===== src/rtl/score_evaluator.sv =====
// Score evaluator: latches five dice and a category on start, tallies face
// counts one die per cycle, then scores the selected category.
// Optional macro SCORE_BEST_EN adds a 12-cycle best-category search with
// best_cat/best_score outputs.
module score_evaluator (
  input  logic       clk,
  input  logic       reset_n,
  input  logic       start,
  input  logic [2:0] dice1,
  input  logic [2:0] dice2,
  input  logic [2:0] dice3,
  input  logic [2:0] dice4,
  input  logic [2:0] dice5,
  input  logic [3:0] cat_sel,
  output logic       busy,
  output logic       done,
  output logic [5:0] score,
  output logic       dice_err
`ifdef SCORE_BEST_EN
  ,
  output logic [3:0] best_cat,
  output logic [5:0] best_score
`endif
);

  typedef enum logic [1:0] {StIdle, StCount, StEval, StDone} state_e;

  state_e     state_q, state_d;
  logic [2:0] die_q [5];
  logic [3:0] cat_q;
  logic [2:0] cnt_q [6];
  logic [2:0] idx_q;
  logic       err_q;
  logic [2:0] cur_face;
  logic [5:0] sel_score;

  // Score of one category from the face counters; categories 12..15 score 0.
  function automatic logic [5:0] cat_score(input logic [3:0] cat);
    logic [5:0] sum;
    logic [5:0] face_sc;
    logic [5:0] p;
    logic       four, three, two, five;
    sum     = '0;
    face_sc = '0;
    p       = '0;
    four    = 1'b0;
    three   = 1'b0;
    two     = 1'b0;
    five    = 1'b0;
    for (int k = 0; k < 6; k++) begin
      sum = sum + 6'(cnt_q[k]) * 6'(k + 1);
      if (cat == 4'(k)) face_sc = 6'(cnt_q[k]) * 6'(k + 1);
      p[k] = (cnt_q[k] != 3'd0);
      if (cnt_q[k] >= 3'd4) four = 1'b1;
      if (cnt_q[k] == 3'd3) three = 1'b1;
      if (cnt_q[k] == 3'd2) two = 1'b1;
      if (cnt_q[k] == 3'd5) five = 1'b1;
    end
    case (cat)
      4'd0, 4'd1, 4'd2, 4'd3, 4'd4, 4'd5: return face_sc;
      4'd6:    return sum;
      4'd7:    return four ? sum : 6'd0;
      4'd8:    return (three && two) ? sum : 6'd0;
      4'd9:    return ((&p[3:0]) || (&p[4:1]) || (&p[5:2])) ? 6'd15 : 6'd0;
      4'd10:   return ((&p[4:0]) || (&p[5:1])) ? 6'd30 : 6'd0;
      4'd11:   return five ? 6'd50 : 6'd0;
      default: return 6'd0;
    endcase
  endfunction

  // Face of the die being tallied this COUNT cycle.
  always_comb begin
    case (idx_q)
      3'd0:    cur_face = die_q[0];
      3'd1:    cur_face = die_q[1];
      3'd2:    cur_face = die_q[2];
      3'd3:    cur_face = die_q[3];
      default: cur_face = die_q[4];
    endcase
  end

  assign sel_score = err_q ? 6'd0 : cat_score(cat_q);

`ifdef SCORE_BEST_EN
  logic [3:0] eval_q;
  logic [3:0] run_cat_q;
  logic [5:0] run_score_q;
  logic [5:0] cand;
  logic       take;

  // Strict greater-than keeps the lowest index on ties.
  assign cand = cat_score(eval_q);
  assign take = (cand > run_score_q);
`endif

  // State register.
  always_ff @(posedge clk or negedge reset_n) begin
    if (!reset_n) state_q <= StIdle;
    else          state_q <= state_d;
  end

  // Next-state and status outputs.
  always_comb begin
    state_d = state_q;
    busy    = (state_q != StIdle);
    done    = (state_q == StDone);
    case (state_q)
      StIdle:  if (start) state_d = StCount;
      StCount: if (idx_q == 3'd4) state_d = StEval;
`ifdef SCORE_BEST_EN
      StEval:  if (eval_q == 4'd11) state_d = StDone;
`else
      StEval:  state_d = StDone;
`endif
      StDone:  state_d = StIdle;
      default: state_d = StIdle;
    endcase
  end

  // Latches, face counters and registered results.
  always_ff @(posedge clk or negedge reset_n) begin
    if (!reset_n) begin
      for (int k = 0; k < 5; k++) die_q[k] <= '0;
      for (int k = 0; k < 6; k++) cnt_q[k] <= '0;
      cat_q    <= '0;
      idx_q    <= '0;
      err_q    <= 1'b0;
      score    <= '0;
      dice_err <= 1'b0;
`ifdef SCORE_BEST_EN
      eval_q      <= '0;
      run_cat_q   <= '0;
      run_score_q <= '0;
      best_cat    <= '0;
      best_score  <= '0;
`endif
    end else begin
      case (state_q)
        StIdle: begin
          if (start) begin
            die_q[0] <= dice1;
            die_q[1] <= dice2;
            die_q[2] <= dice3;
            die_q[3] <= dice4;
            die_q[4] <= dice5;
            cat_q    <= cat_sel;
            for (int k = 0; k < 6; k++) cnt_q[k] <= '0;
            idx_q    <= '0;
            err_q    <= 1'b0;
`ifdef SCORE_BEST_EN
            eval_q      <= '0;
            run_cat_q   <= '0;
            run_score_q <= '0;
`endif
          end
        end
        StCount: begin
          idx_q <= idx_q + 3'd1;
          if (cur_face == 3'd0 || cur_face == 3'd7) err_q <= 1'b1;
          for (int k = 0; k < 6; k++) begin
            if (cur_face == 3'(k + 1)) cnt_q[k] <= cnt_q[k] + 3'd1;
          end
        end
        StEval: begin
`ifdef SCORE_BEST_EN
          eval_q <= eval_q + 4'd1;
          if (take) begin
            run_cat_q   <= eval_q;
            run_score_q <= cand;
          end
          if (eval_q == 4'd11) begin
            score    <= sel_score;
            dice_err <= err_q;
            if (err_q) begin
              best_cat   <= '0;
              best_score <= '0;
            end else begin
              best_cat   <= take ? eval_q : run_cat_q;
              best_score <= take ? cand : run_score_q;
            end
          end
`else
          score    <= sel_score;
          dice_err <= err_q;
`endif
        end
        default: ;
      endcase
    end
  end

endmodule


===== config.mk =====
export PLATFORM = sky130hd
export DESIGN_NAME = score_evaluator
export DESIGN_NICKNAME = d
export VERILOG_FILES = /design/src/rtl/score_evaluator.sv
export SDC_FILE = /design/constraint.sdc
export NUM_CORES = 1
export LEC_CHECK = 0
export BUFFER_PORTS_ARGS = -buffer_cell sky130_fd_sc_hd__buf_2
export CORE_MARGIN = 2
export CORE_UTILIZATION = 30
export CTS_CLUSTER_DIAMETER = 100
export DETAILED_ROUTE_END_ITERATION = 8
export GPL_TIMING_DRIVEN = 0
export SLEW_MARGIN = 20
export SYNTH_ARGS = -nofsm -noshare
export SYNTH_HDL_FRONTEND = slang
export SYNTH_SLANG_ARGS = --single-unit
export TNS_END_PERCENT = 50

===== constraint.sdc =====
create_clock -name clk -period 4.2 [get_ports clk]
set_input_delay 0 -clock clk [delete_from_list [all_inputs] [get_ports clk]]
set_output_delay 0 -clock clk [all_outputs]
set_load 0.01 [all_outputs]

== Word-level counts from Yosys, hierarchy flattened ==
Cells that the tools add are included.

* Output and inout bits: 9
* Bits in registers: 50
* Input port bits: 22
* Logic and storage cells: 177

* Muxes and demuxes: 54
* Multipliers: 3
* Add/subtract/negate cells: 12
* Eq/ne operators: 52
* Reduce and logical (&&, ||, !) cells: 33
* Order comparisons: 6

{| class="wikitable"
|+ Operators by type and width
! operator !! count
|-
| $mux 6 || 9
|-
| $eq 3x2->1 const B || 16
|-
| $pmux 6 s7 || 1
|-
| $pmux 18 s2 || 1
|-
| $eq 3x3->1 const B || 11
|-
| $mux 1 || 26
|-
| $mux 3 || 8
|-
| $add 3x1->3 const B || 7
|-
| $reduce_and 3->1 || 7
|-
| $ge 3x3->1 const B || 6
|-
| $mux 18 || 1
|-
| $ne 2x2->1 const B || 9
|-
| $reduce_bool 3->1 || 6
|-
| $eq 4x3->1 const B || 4
|-
| $eq 4x4->1 const B || 4
|-
| $add 6x6->6 || 2
|-
| $pmux 3 s4 || 1
|-
| $reduce_and 4->1 || 3
|-
| $mul 3x2->5 const B || 2
|-
| $reduce_and 5->1 || 2
|-
| $eq 4x2->1 const B || 2
|-
| $pmux 2 s4 || 1
|-
| $add 5x5->6 || 1
|-
| $add 6x5->6 || 1
|-
| 19 further kinds || 29
|}

== Longest topological paths before layout ==
Gate-level depths: netlist of the first run.

* Depth in word-level cells: 11
* Mapped depth: 14
* Gate-level depth less buffers: 14

== Worst setup path after synthesis of the first run ==
No wires, ideal clock.

* Path kind: flip-flop to flip-flop
* Start: reg cnt_q[9] (netlist name)
* End: reg score[5]
* Cell stages (with the launch flop): 15
* Path buffers: 0
* Required time: 4.051 ns
* Setup time: 0.149 ns
* Arrival: 3.639 ns
* Clock period less this slack: 3.788 ns
* Setup slack: 0.412 ns
* Cells stage by stage: dfrtp_1 -> ha_1 -> fa_1 -> xor2_1 -> fa_1 -> inv_1 -> fa_1 -> fa_1 -> inv_1 -> ha_1 -> o21ai_0 -> o21bai_1 -> a21oi_1 -> xnor2_1 -> o221ai_1

* Cells in the longest elaborated chain, start to end: 9
* Elaborated cells on any way between the ends: 31
* Classes of those cells: add/sub: 4; mul: 1; order compare: 1; eq/ne: 3; mux: 21; reduce/logical: 1

{| class="wikitable"
|+ Ends and longest elaborated chain
! item !! line !! text
|-
| from (decl) || 31 || <nowiki>logic [2:0] cnt_q [6];</nowiki>
|-
| from (signal, indexed assignment) || 161 || <nowiki>if (cur_face == 3'(k + 1)) cnt_q[k] <= cnt_q[k] + 3'd1;</nowiki>
|-
| branches (longest 7 deep; another with $add 5x5->6) || - ||
|-
| $pmux 6 s7 * || 59 || <nowiki>case (cat)</nowiki>
|-
| $mux 6 * || 82 || <nowiki>assign sel_score = err_q ? 6'd0 : cat_score(cat_q);</nowiki>
|-
| to (signal assigned) || 183 || <nowiki>score <= sel_score;</nowiki>
|-
| to (decl) || 17 || <nowiki>output logic [5:0] score,</nowiki>
|}

Every way passes the cells marked *.
A chain may end at the register's enable or synchronous reset.

== Worst setup path after layout of the first run ==
Ends and elaborated chain as after synthesis.

==> flow_metrics.env, run 1 <==
export IMPL_die_w_um=119
export IMPL_die_h_um=119
export IMPL_drive_above_1_share=0.168
export IMPL_post_route_min_period_ns=4.00
export IMPL_crit_chain="ha_1 > fa_1 > xor2_2 > fa_1 > inv_1 > fa_1 > fa_1 > inv_1 > ha_1 > o21ai_0 > o21bai_1 > a21oi_1 > xnor2_1 > o221ai_1"
export IMPL_start_util=0.303
export IMPL_worstPathMaxFanout=4
export IMPL_grt_total_usage=0.149
export IMPL_antennaDiodeCount=0
export IMPL_yosysUniqueCellTypes=54
export IMPL_timing_reg2reg_setup_slack_ns=0.20
export IMPL_finalInstanceArea_um2=4720
export IMPL_synth_flop_cell="dfrtp_1"
export IMPL_synth_edf_count=0
export IMPL_h_tree_depth=2
export IMPL_hold_path_cell_count=4
export IMPL_grt_max_degree=51
export IMPL_clk_pin_slew_ns=0.08
export IMPL_synth_async_reset_ratio=1.00
export IMPL_max_stage_delay_ns=0.54
export IMPL_grt_overflow=0
export IMPL_die_area_um2=14200
export IMPL_syn_inst=386
export IMPL_nets=534
export IMPL_routed_wirelength_mm=10.0
export IMPL_dp_cells=592
export IMPL_cts_buffer_depth=2
export IMPL_hold_violations=0
export IMPL_fmax_mhz=250
export IMPL_skew_ns=0.0105
export IMPL_worstReg2RegEnd="score[5]"
export IMPL_cpMaxStageDelayCell="fa_1"
export IMPL_clkSinkCount=50
export IMPL_final_common_cell="ha_1"
export IMPL_irDropWorstVdd_v=0.000299
export IMPL_critPathRequiredTime_ns=4.36
export IMPL_setup_viol_count_final=0
export IMPL_cts_root_buf="clkbuf_16"
export IMPL_numCtsBuffers=5
export IMPL_finish_utilization=0.361
export IMPL_maxCapViolations=0
export IMPL_drc=0
export IMPL_power_density_nw_per_um2=640
export IMPL_r2r_start="cnt_q[9]"
export IMPL_yosysTopAreaCell="dfrtp_1"
export IMPL_worst_path_most_repeated_cell="fa_1"
export IMPL_fp_row_count=42
export IMPL_drv_slew=0
export IMPL_drt_iter0_markers=142
export IMPL_hold_start="start"
export IMPL_dpl_instance_area_um2=4340
export IMPL_holdPathEnd="cnt_q[0]"
export IMPL_avgSynthCellArea_um2=10.3
export IMPL_critPathBufInv=2
export IMPL_cp_data_arrival_time_ns=4.16
export IMPL_port_buffers=30
export IMPL_n_fill_cell=1314
export IMPL_syn_to_final_growth_pct=19.0
export IMPL_timing_final_crit_share=0.953
export IMPL_ys_top_cells_by_area="dfrtp_1 32%, ha_1 17%, fa_1 7.1%"
export IMPL_start_kind="flop"
export IMPL_syn_nets=475
export IMPL_avgRoutedWirePerCell_um=16.1
export IMPL_fin_setup_tns_ns=0
export IMPL_yosysWarnings=0
export IMPL_final_cells=622
export IMPL_yosysTopAreaCellShare=0.315
export IMPL_cp_top_family="adder cells"
export IMPL_cts_tree="built"
export IMPL_synth_seq_area_share=0.315
export IMPL_leakagePower_uw=0.00217
export IMPL_grt_pass1_vias=3421
export IMPL_relSlewSlack=0.278
export IMPL_worstSetupPathType="flop to flop"
export IMPL_worstHoldPathType="input port to flop"
export IMPL_dp_hpwl_mm=7.68
export IMPL_startpoint="cnt_q[9]"
export IMPL_ff2ff_path_depth=14
export IMPL_netlist_area_um2=3970
export IMPL_coreArea_um2=13100
export IMPL_grt_antenna_before_repair=0
export IMPL_critPathCaptureType="flop"
export IMPL_io_pins=31
export IMPL_ys_ff_latch=50
export IMPL_grt_pass1_wl_mm=17.0
export IMPL_via_per_inst=5.03
export IMPL_place_congestion=0.945
export IMPL_vias=3131
export IMPL_drt_pre_antenna_iters=6
export IMPL_antenna_left=0
export IMPL_tightest_slew_ns=1.06
export IMPL_status="finished clean"
export IMPL_final_cell_mix="53 x ha_1, 48 x dfrtp_1, 45 x inv_1"
export IMPL_clock_latency_ns=0.30
[power by group]
group	internal, uW	switching, uW	leakage, uW
registers	663	178	0.000642
clock network	240	208	0.0000735
logic	721	1020	0.00145
total	1620	1400	0.00217
[timing repair]
| item | CTS | global route |
|---|---|---|
| endpoints found under the hold margin | 69 | 0 |
| gates resized for setup | 0 | 3 |
| setup endpoints to repair | 0 | 1 |
| buffers inserted | 0 | 2 |
| hold buffers | 20 | 0 |
[registers in the layout, summed over array words and instances (netlist names)]
name      flops
cat_q         4
cnt_q        18
dice_err      1
die_q        15
err_q         1
idx_q         3
score         6
state_q       2
[layout make-up]
class                   count  area [um2]  share of cell area
multi-input cells         281        2510               0.532
flip-flops and latches     50        1250               0.265
repair buffers             52         368              0.0779
well taps                 176         220              0.0466
inverters                  45         169              0.0358
clock buffers               6         139              0.0294
plain buffers              10        46.3             0.00980
clock inverters             2        16.3             0.00344
[how the worst max path moves through the flow]
| stage | slack (ns) | depth (start not counted) | endpoint |
|---|---|---|---|
| 2_1_floorplan | 0.41 | 14 | score[5] |
| 3_3_place_gp | 0.16 | 14 | score[5] |
| 3_5_place_dp | 0.13 | 14 | score[5] |
| 4_1_cts | 0.12 | 14 | score[5] |
| 5_1_grt | -0.0007 | 14 | score[5] |
| 6_report | 0.20 | 14 | score[5] |
[per-stage QoR]
stage	total power [uW]	worst slack, ns	hold WS, ns
after detailed placement	2550	0.131	0.0787
after global placement	2520	0.155	0.233
after floorplan	2080	0.412	-0.296
after global routing	3310	-0.000736	0.190
after CTS	3030	0.119	0.146
final	3030	0.196	0.138
[synth_stat cells (5+ instances only)]
cell type / number
ha_1: 53
dfrtp_1: 50
inv_1: 45
nand2_1: 41
mux2_2: 21
mux2i_1: 17
fa_1: 14
o21ai_0: 13
a21oi_1: 11
nand2b_1: 11
clkbuf_1: 8
nand3_1: 6
nor2_1: 6
o311ai_0: 6
xnor2_1: 6
xor2_1: 6
o221ai_1: 5
o31ai_1: 5
[logic make-up (layout without fill, tap and decap cells)]
family / count (synthesis) / in the layout / share of synthesized area
AO/OA/AOI/OAI: 81 / 81 / 0.150
XOR/XNOR: 12 / 12 / 0.0265
adder cells (fa/ha/maj): 67 / 67 / 0.238
buffers and inverters: 55 / 115 / 0.0542
flip-flops: 50 / 50 / 0.315
multiplexers: 42 / 42 / 0.121
AND/OR/NAND/NOR: 79 / 79 / 0.0955
[metal layers]
layer  track usage  up-vias  share of wire  routed length (um)
met5             0        -              0                   0
met3        0.0340       11          0.053                 528
met2         0.259       81           0.49                4930
li1              -     1483              -                   -
met1         0.188     1556           0.44                4430
met4        0.0313        0          0.011                 112
[tightest hold or removal path: cells and delay by family]
kind            cells  cell delay (ns)
compound gates      2             0.19
buf+inv             1             0.10
simple gates        1             0.11
No activity file was read; power rests on OpenSTA's default activity.
==> run 2: changes to the inputs <==
Settings changed: CAP_MARGIN from default to 10, RECOVER_POWER from default to 25.
==> flow_metrics.env, run 2 (synthesis gave the netlist of run 1 again) <==
export IMPL_status="finished with violations"
export IMPL_violations="capacitance limit, slew limit"
export IMPL_antennaDiodeCount=0
export IMPL_drt_pre_antenna_iters=5
export IMPL_drive_above_1_share=0.166
export IMPL_syn_to_final_growth_pct=18.9
export IMPL_skew_ns=0.0102
export IMPL_drt_iter0_markers=141
export IMPL_switchingPower_uw=1400
export IMPL_fp_row_count=42
export IMPL_clkSinkCount=50
export IMPL_grt_total_usage=0.149
export IMPL_vias=3124
export IMPL_timing_final_crit_share=0.954
export IMPL_port_buffers=30
export IMPL_die_area_um2=14200
export IMPL_seqPwrFrac=0.278
export IMPL_critPathCaptureType="flop"
export IMPL_final_cell_mix="53 x ha_1, 48 x dfrtp_1, 45 x inv_1"
export IMPL_multi_input_area_um2=2510
export IMPL_clk_pin_slew_ns=0.08
export IMPL_tightest_slew_ns=2.75
export IMPL_relSlewSlack=-0.835
export IMPL_start_kind="flop"
export IMPL_largest_register_ffs=18
export IMPL_cp_data_arrival_time_ns=4.16
export IMPL_avgRoutedWirePerCell_um=16.0
export IMPL_numCtsBuffers=5
export IMPL_grt_antenna_before_repair=0
export IMPL_worstHoldPathType="input port to flop"
export IMPL_switching_share=0.463
export IMPL_post_route_min_period_ns=4.00
export IMPL_cts_root_buf="clkbuf_16"
export IMPL_critPathRequiredTime_ns=4.36
export IMPL_place_congestion=0.945
export IMPL_fmax_mhz=250
export IMPL_regMostFlops="cnt_q"
export IMPL_die_h_um=119
export IMPL_dp_hpwl_mm=7.68
export IMPL_final_common_cell="ha_1"
export IMPL_largestRegisters="cnt_q: 18 flops, die_q: 15 flops, score: 6 flops"
export IMPL_clock_latency_ns=0.30
export IMPL_worst_path_most_repeated_cell="fa_1"
export IMPL_leakagePower_uw=0.00216
export IMPL_coreArea_um2=13100
export IMPL_n_fill_cell=1316
export IMPL_setup_viol_count_final=0
export IMPL_cpMaxStageDelayCell="fa_1"
export IMPL_irDropWorstVdd_v=0.000294
export IMPL_fin_hold_ws_ns=0.139
export IMPL_antenna_left=0
export IMPL_via_per_inst=5.02
export IMPL_crit_chain="ha_1 > fa_1 > xor2_2 > fa_1 > inv_1 > fa_1 > fa_1 > inv_1 > ha_1 > o21ai_0 > o21bai_1 > a21oi_1 > xnor2_1 > o221ai_1"
export IMPL_grt_pass1_wl_mm=17.0
export IMPL_cts_buffer_depth=2
export IMPL_start_util=0.303
export IMPL_routed_wirelength_mm=9.98
export IMPL_grt_max_degree=51
export IMPL_nets=534
export IMPL_power_density_nw_per_um2=640
export IMPL_die_w_um=119
export IMPL_p_comb_frac=0.575
export IMPL_worstSetupPathType="flop to flop"
export IMPL_grt_pass1_vias=3421
export IMPL_h_tree_depth=2
export IMPL_hold_violations=0
export IMPL_drv_slew=51
export IMPL_grt_overflow=0
export IMPL_io_pins=31
export IMPL_max_stage_delay_ns=0.54
export IMPL_maxCapViolations=1
export IMPL_register_area_um2=1250
export IMPL_p_clk_frac=0.147
export IMPL_drc=0
export IMPL_intPower_uw=1620
export IMPL_cts_tree="built"
export IMPL_finish_utilization=0.361
export IMPL_worstPathMaxFanout=4
[run 2: cell types whose count changed in the layout (fill, tap and decap cells not counted)]
cell,previous run,this run
clkbuf_1,8,9
buf_4,3,2
[run 2: layout make-up]
cell class                      count  area share
Multi-Input combinational cell    281       0.532
Sequential cell                    50       0.266
Buffer                             10     0.00981
Inverter                           45      0.0358
Clock inverter                      2     0.00345
Tap cell                          176      0.0466
Timing Repair Buffer               52      0.0771
Clock buffer                        6      0.0294
[run 2: critical path, delay by kind of cell (launching register included)]
family          cells  cell delay (ns)
compound gates      4             0.49
flops               1             0.43
fa+ha+maj           6             2.48
xor+xnor            2             0.34
buf+inv             2             0.09
[run 2: per-stage QoR]
step	power [uW]	instance area (um2)	setup WS, ns	setup TNS [ns]	instances
after CTS	3030	4700	0.119	0	620
final	3020	4720	0.195	0	622
after floorplan	2080	3970	0.412	0	386
after global placement	2520	4340	0.155	0	592
after global routing	3310	4720	-0.000736	-0.000736	622
after detailed placement	2550	4340	0.131	0	592
[run 2: repair_timing]
| action | in CTS | in global routing |
|---|---|---|
| setup endpoints to repair | 0 | 1 |
| gates resized for setup | 0 | 3 |
| buffers inserted | 0 | 2 |
| endpoints found under the hold margin | 69 | 0 |
| hold buffers | 20 | 0 |
[run 2: worst paths after layout]
kind	slack, ns	to	startpoint	cells past startpoint
min in group asynchronous	1.12	die_q[9]	reset_n	2
hold / removal	0.14	cnt_q[0]	start	4
setup reg to reg	0.20	score[5]	cnt_q[9]	14
max in group asynchronous	1.32	cnt_q[9]	reset_n	2
hold reg to reg	0.50	score[5]	score[5]	2
setup / recovery	0.20	score[5]	cnt_q[9]	14
[run 2: power by group through the flow]
stage | registers [uW] | clock network, uW | logic [uW]
5_1_grt | 868 | 475 | 1960
4_1_cts | 845 | 454 | 1730
3_5_place_dp | 854 | 0 | 1700
6_report | 839 | 445 | 1740
2_1_floorplan | 800 | 0 | 1280
3_3_place_gp | 842 | 0 | 1680
[run 2: layer usage]
layer,vias up,wire length (um),global-route usage
li1,1486,-,-
met1,1550,4400,0.188
met2,77,4940,0.259
met3,11,528,0.0340
met4,0,112,0.0313
met5,-,0,0
